**config.mk**
```make
export PLATFORM = sky130hd
export DESIGN_NAME = dkong_dma
export DESIGN_NICKNAME = d
export VERILOG_FILES = /design/src/rtl/dkong_dma.sv
export SDC_FILE = /design/constraint.sdc
export NUM_CORES = 1
export LEC_CHECK = 0
export CORE_ASPECT_RATIO = 1.25
export CORE_UTILIZATION = 47
export DETAILED_ROUTE_END_ITERATION = 16
export PLACE_DENSITY = 0.72
export SLEW_MARGIN = 20
export SYNTH_ARGS = -nofsm -noshare
export SYNTH_HDL_FRONTEND = slang
export SYNTH_SLANG_ARGS = --single-unit
export TNS_END_PERCENT = 30
```
**constraint.sdc**
```tcl
create_clock -name I_CLK -period 2.28 [get_ports I_CLK]
set_input_delay 0.57 -clock I_CLK [delete_from_list [all_inputs] [get_ports I_CLK]]
set_output_delay 0.57 -clock I_CLK [all_outputs]
set_load 0.05 [all_outputs]
```
**src/rtl/dkong_dma.sv**
```systemverilog
// dkong_dma: two-channel i8257-subset memory-to-memory DMA (ch0 source, ch1 destination); DKONG_DMA_AUTOLOAD_EN adds shadow reload
module dkong_dma #(
  parameter int CLKS_PER_BYTE = 4
) (
  input  logic        I_CLK,
  input  logic        I_RESET_n,
  input  logic        I_CS_n,
  input  logic        I_RD_n,
  input  logic        I_WR_n,
  input  logic [3:0]  I_A,
  input  logic [7:0]  I_D,
  output logic [7:0]  O_D,
  input  logic        I_DRQ,
  output logic        O_BUSRQ_n,
  input  logic        I_BUSAK_n,
  output logic [15:0] O_AB,
  output logic [7:0]  O_DB,
  input  logic [7:0]  I_DB,
  output logic        O_MRD_n,
  output logic        O_MWR_n,
  output logic        O_BUS_OE,
  output logic        O_TC,
  output logic        O_BUSY
);
  typedef enum logic [2:0] {IDLE, REQ, RD1, RD2, WR1, WR2, REL} state_t;
  state_t state_q, state_d;
  logic [2:0] drq_q;
  logic rd_n_q, wr_n_q, ff_q, en_q, tc_q;
  logic [7:0] data_q;
  logic [1:0][15:0] addr_q, cnt_q;
`ifdef DKONG_DMA_AUTOLOAD_EN
  logic auto_q, reload_q;
  logic [1:0][15:0] addr_sh_q, cnt_sh_q;
`endif
  logic rd_acc, wr_acc, chan_sel, stat_sel, last, busy, drq_rise, rd_phase, wr_phase;
  logic [15:0] rd_word;
  logic [3:0] bsel;

  if (CLKS_PER_BYTE != 4) begin : g_cfg_chk
    $error("CLKS_PER_BYTE must be 4");
  end

  assign bsel = {ff_q, 3'b000};
  assign chan_sel = I_A[3:2] == 2'b00;
  assign stat_sel = I_A == 4'h8;
  assign rd_acc = !I_CS_n && !I_RD_n && rd_n_q;
  assign wr_acc = !I_CS_n && !I_WR_n && wr_n_q;
  assign last = cnt_q[1][13:0] == 14'd0;
  assign busy = state_q != IDLE;
  assign drq_rise = drq_q[1] && !drq_q[2];
  assign rd_phase = state_q == RD1 || state_q == RD2;
  assign wr_phase = state_q == WR1 || state_q == WR2;
  assign rd_word = I_A[0] ? cnt_q[I_A[1]] : addr_q[I_A[1]];
  assign O_D = (!I_CS_n && !I_RD_n) ? (chan_sel ? rd_word[bsel +: 8] : stat_sel ? {3'b000, busy, 3'b000, tc_q} : 8'h00) : 8'h00;
  assign O_BUS_OE = rd_phase || wr_phase;
  assign O_BUSRQ_n = !(state_q == REQ || O_BUS_OE);
  assign O_MRD_n = !rd_phase;
  assign O_MWR_n = !wr_phase;
  assign O_AB = rd_phase ? addr_q[0] : wr_phase ? addr_q[1] : 16'h0000;
  assign O_DB = wr_phase ? data_q : 8'h00;
  assign O_TC = state_q == WR2 && en_q && last;
  assign O_BUSY = busy;

  // transfer sequencer state register
  always_ff @(posedge I_CLK or negedge I_RESET_n)
    if (!I_RESET_n) state_q <= IDLE;
    else state_q <= state_d;

  // next state: one byte is RD1-RD2-WR1-WR2, leave after the last byte or when disabled
  always_comb begin
    state_d = state_q;
    case (state_q)
      IDLE: state_d = (drq_rise && en_q) ? REQ : IDLE;
      REQ:  state_d = !I_BUSAK_n ? RD1 : REQ;
      RD1:  state_d = RD2;
      RD2:  state_d = WR1;
      WR1:  state_d = WR2;
      WR2:  state_d = (!en_q || last) ? REL : RD1;
      default: state_d = IDLE;
    endcase
  end

  // CPU register file, DRQ synchroniser and transfer datapath
  always_ff @(posedge I_CLK or negedge I_RESET_n)
    if (!I_RESET_n) begin
      drq_q <= '0;
      rd_n_q <= 1'b1;
      wr_n_q <= 1'b1;
      ff_q <= 1'b0;
      en_q <= 1'b0;
      tc_q <= 1'b0;
      data_q <= '0;
      addr_q <= '0;
      cnt_q <= '0;
`ifdef DKONG_DMA_AUTOLOAD_EN
      auto_q <= 1'b0;
      reload_q <= 1'b0;
      addr_sh_q <= '0;
      cnt_sh_q <= '0;
`endif
    end else begin
      drq_q <= {drq_q[1:0], I_DRQ};
      rd_n_q <= I_RD_n;
      wr_n_q <= I_WR_n;
      if (rd_acc && stat_sel) tc_q <= 1'b0;
      if (wr_acc && stat_sel) begin
        en_q <= I_D[0];
        ff_q <= 1'b0;
`ifdef DKONG_DMA_AUTOLOAD_EN
        auto_q <= I_D[7];
`endif
      end else if (chan_sel && ((wr_acc && !busy) || rd_acc)) ff_q <= !ff_q;
      if (wr_acc && chan_sel && !busy) begin
        if (I_A[0]) cnt_q[I_A[1]][bsel +: 8] <= I_D;
        else addr_q[I_A[1]][bsel +: 8] <= I_D;
`ifdef DKONG_DMA_AUTOLOAD_EN
        if (I_A[0]) cnt_sh_q[I_A[1]][bsel +: 8] <= I_D;
        else addr_sh_q[I_A[1]][bsel +: 8] <= I_D;
`endif
      end
      if (state_q == RD2) data_q <= I_DB;
      if (state_q == WR2) begin
        addr_q[0] <= addr_q[0] + 16'd1;
        addr_q[1] <= addr_q[1] + 16'd1;
        if (en_q && !last) begin
          cnt_q[0][13:0] <= cnt_q[0][13:0] - 14'd1;
          cnt_q[1][13:0] <= cnt_q[1][13:0] - 14'd1;
        end
        if (en_q && last) begin
          tc_q <= 1'b1;
`ifdef DKONG_DMA_AUTOLOAD_EN
          reload_q <= auto_q;
`endif
        end
      end
`ifdef DKONG_DMA_AUTOLOAD_EN
      if (state_q == REL && reload_q) begin
        addr_q <= addr_sh_q;
        cnt_q <= cnt_sh_q;
        reload_q <= 1'b0;
      end
`endif
    end
endmodule

```
==> results.ini <==
[drt]
wire_per_inst_um=23.2
drt_iter0_drc=644
firstDrtPassIters=6
drcViolationCount=0
antenna_left=0
num_vias=5764
drt_wl_total_um=19800
via_per_inst=6.76

[clock_tree]
clock_latency_ns=0.34
cts_tree=built
clk_pin_slew_ns=0.06
cts_root_buf=clkbuf_16
clock_sinks=83
cts_htree_levels=3
cts_buffer_depth=2
cts_made_buffers=9

[worst_setup_path]
worst_ep_arrival_time_ns=1.89
cp-end-kind=output port
cp_cell_sequence=inv_2 > ha_4 > nor3b_4 > buf_4 > nand4_1 > buf_6 > nor2_4 > buf_12
cp_top_family=buffers and inverters
crit_buf_inv=4
crit_path_top_delay_cell=dfrtp_1
path_max_fanout=3
cp-start-kind=flop
critPathKind=flop to output port
critical_path.max_stage_delay_ns=0.40
cp_data_required_time_ns=1.71

[logic_synthesis]
postSynthAreaPerCell_um2=9.20
ys_types=59
yosys-top-cells-area=dfrtp_1, mux4_2, nor2_1
yosysMostFrequentCell=dfrtp_1
ys_warn_count=0
syn-cell-area_mm2=0.00518
yosysSeqAreaShare_pct=40.2
async_flop_share_pct=100
synth_top_area_share_pct=39.1
synth_ff_type=dfrtp_1
synth-seq-cells=83
syn_nets=594
synthTopCellsByCount=dfrtp_1, nor2_1, nand2_1
syn_inst=563
synth_edf_count=0
synth_area_leader_cell=dfrtp_1

[sta]
drv_slew=0
finalHoldViolations=0
fin_skew_ns=0.00494
tightest_slew_ns=0.597
fin_ws_ns=-0.181
relSlewSlack_pct=60.1
setup_viol=10
period_share_pct=108
fin_crit_ns=2.46
fmax_mhz=406
grt_setup_unrepaired=true

[placed_design]
dp_cells=814
gp_congestion=1.01
port_buffers=64
placedInstanceArea_mm2=0.00688
dpl.hpwl_um=13200

[cells_and_area]
area_delta_synth_final_pct=49.0
final_net_count=747
post-route-cell-area_mm2=0.00772
drive_gt1_share_pct=37.0
fillCellCount=726
antenna_cells=0
fin_cells=853
fin_util_pct=72.4

[power_and_ir_drop]
p_leak_uw=0.00322
vdd_ir_drop_max_v=0.000665
p_per_area_mw_per_mm2=1300

[global_routing]
grt_pass1_vias=5677
antenna_found_initial=0
overflow=0
grt_max_degree=59
groute.usage.overall_pct=35.2
grt_pass1_wl_um=30000

[die]
design.die.area_mm2=0.0114
ioPinCount=65
core_mm2=0.0107
num_rows=42
die_x_um=95.9
die-height_um=119
start_util_pct=48.5

[flow_run]
max_cap_violations=0

[run_status]
outcome=finished, violations left
violations=setup timing

[min_path]
hold_class=input port to asynchronous set/reset pin

-- flip-flops by register name (all words and copies together) (netlist names) --
name	flops
addr_q	32
cnt_q	32
data_q	8
drq_q	3
state_q	3
en_q	1
ff_q	1
rd_n_q	1
tc_q	1
wr_n_q	1
-- power by group --
| group | total (µW) | leakage [µW] | switching, µW | internal [µW] |
|---|---|---|---|---|
| clock network | 1730 | 0.000169 | 625 | 1100 |
| logic | 5540 | 0.00206 | 2880 | 2660 |
| registers | 2810 | 0.000986 | 793 | 2020 |
| total | 10100 | 0.00322 | 4300 | 5770 |
-- logic make-up after synthesis --
logic type	share of synthesized area, %
buffers and inverters	4.20
muxes	11.8
xor gates and xnor gates	0.507
DFF	40.2
adders and majority gates	0.966
and+or+nand+nor	22.2
AOI/OAI and AO/OA	20.1
-- per-stage QoR --
stage	setup TNS [ns]	hold WS (ns)	total power, µW	worst slack, ns
floorplan	-2.60	0.274	5200	-0.255
CTS	-0.835	0.151	9680	-0.117
global placement	-13.23	0.333	7490	-0.642
finish	-1.06	0.139	10100	-0.181
global route	-1.28	0.163	10400	-0.199
detailed placement	-14.10	0.336	7610	-0.627
-- placed cells by master (no fill, tap or decap), types with 6 or more instances in the layout --
| cell type | count |
|---|---|
| a211oi_1 | 14 |
| a21oi_1 | 34 |
| a22o_1 | 12 |
| a311oi_1 | 7 |
| a31oi_1 | 11 |
| and2_1 | 12 |
| and3_1 | 7 |
| buf_12 | 33 |
| buf_4 | 100 |
| buf_6 | 16 |
| clkbuf_16 | 9 |
| clkdlybuf4s50_1 | 20 |
| dfrtp_1 | 72 |
| dfrtp_2 | 9 |
| inv_1 | 15 |
| mux2_2 | 14 |
| mux4_2 | 16 |
| nand2_1 | 42 |
| nand3_1 | 30 |
| nand4_1 | 13 |
| nor2_1 | 39 |
| nor2_4 | 8 |
| nor3_1 | 31 |
| nor4_1 | 6 |
| o211ai_1 | 6 |
| o21a_1 | 12 |
| o21ai_0 | 17 |
| o22ai_1 | 9 |
-- what timing repair did --
action | in CTS | in global routing
hold endpoints to repair | 0 | 0
setup endpoints to repair | 25 | 46
resized for setup | 66 | 28
buffers inserted | 13 | 8
hold buffers | 0 | 0
cloned | 2 | 0
pin swaps | 6 | 6
-- metal layers --
layer  GRT usage, %  up-vias  wire length (µm)
met4           20.8        0              1450
met5              0        -                 0
li1               -     2440                 -
met2           57.5      443              9440
met3           7.98      139              1990
met1           41.5     2742              6940
-- layout make-up --
| type | count | area [µm²] | area share [%] |
|---|---|---|---|
| Clock inverter | 6 | 111 | 1.44 |
| Tap cell | 132 | 165 | 2.14 |
| Timing Repair Buffer | 178 | 1930 | 25.0 |
| Inverter | 19 | 71.3 | 0.924 |
| Clock buffer | 10 | 239 | 3.10 |
| Multi-Input combinational cell | 425 | 3110 | 40.3 |
| Sequential cell | 83 | 2090 | 27.1 |
-- worst paths after layout --
path                                startpoint                   to  slack [ns]  depth (start not counted)
max in group asynchronous            I_RESET_n  cnt_q[23]$_DFF_PN0_        1.48                          2
min in group I_CLK          drq_q[0]$_DFF_PN0_   drq_q[1]$_DFF_PN0_        0.35                          0
hold reg to reg             drq_q[0]$_DFF_PN0_   drq_q[1]$_DFF_PN0_        0.35                          0
setup / recovery           cnt_q[16]$_DFF_PN0_                 O_TC       -0.18                          8
setup reg to reg            cnt_q[0]$_DFF_PN0_  cnt_q[10]$_DFF_PN0_       -0.12                          7
hold / removal                       I_RESET_n   drq_q[2]$_DFF_PN0_        0.14                          1
No activity file was read; power rests on OpenSTA's default activity.
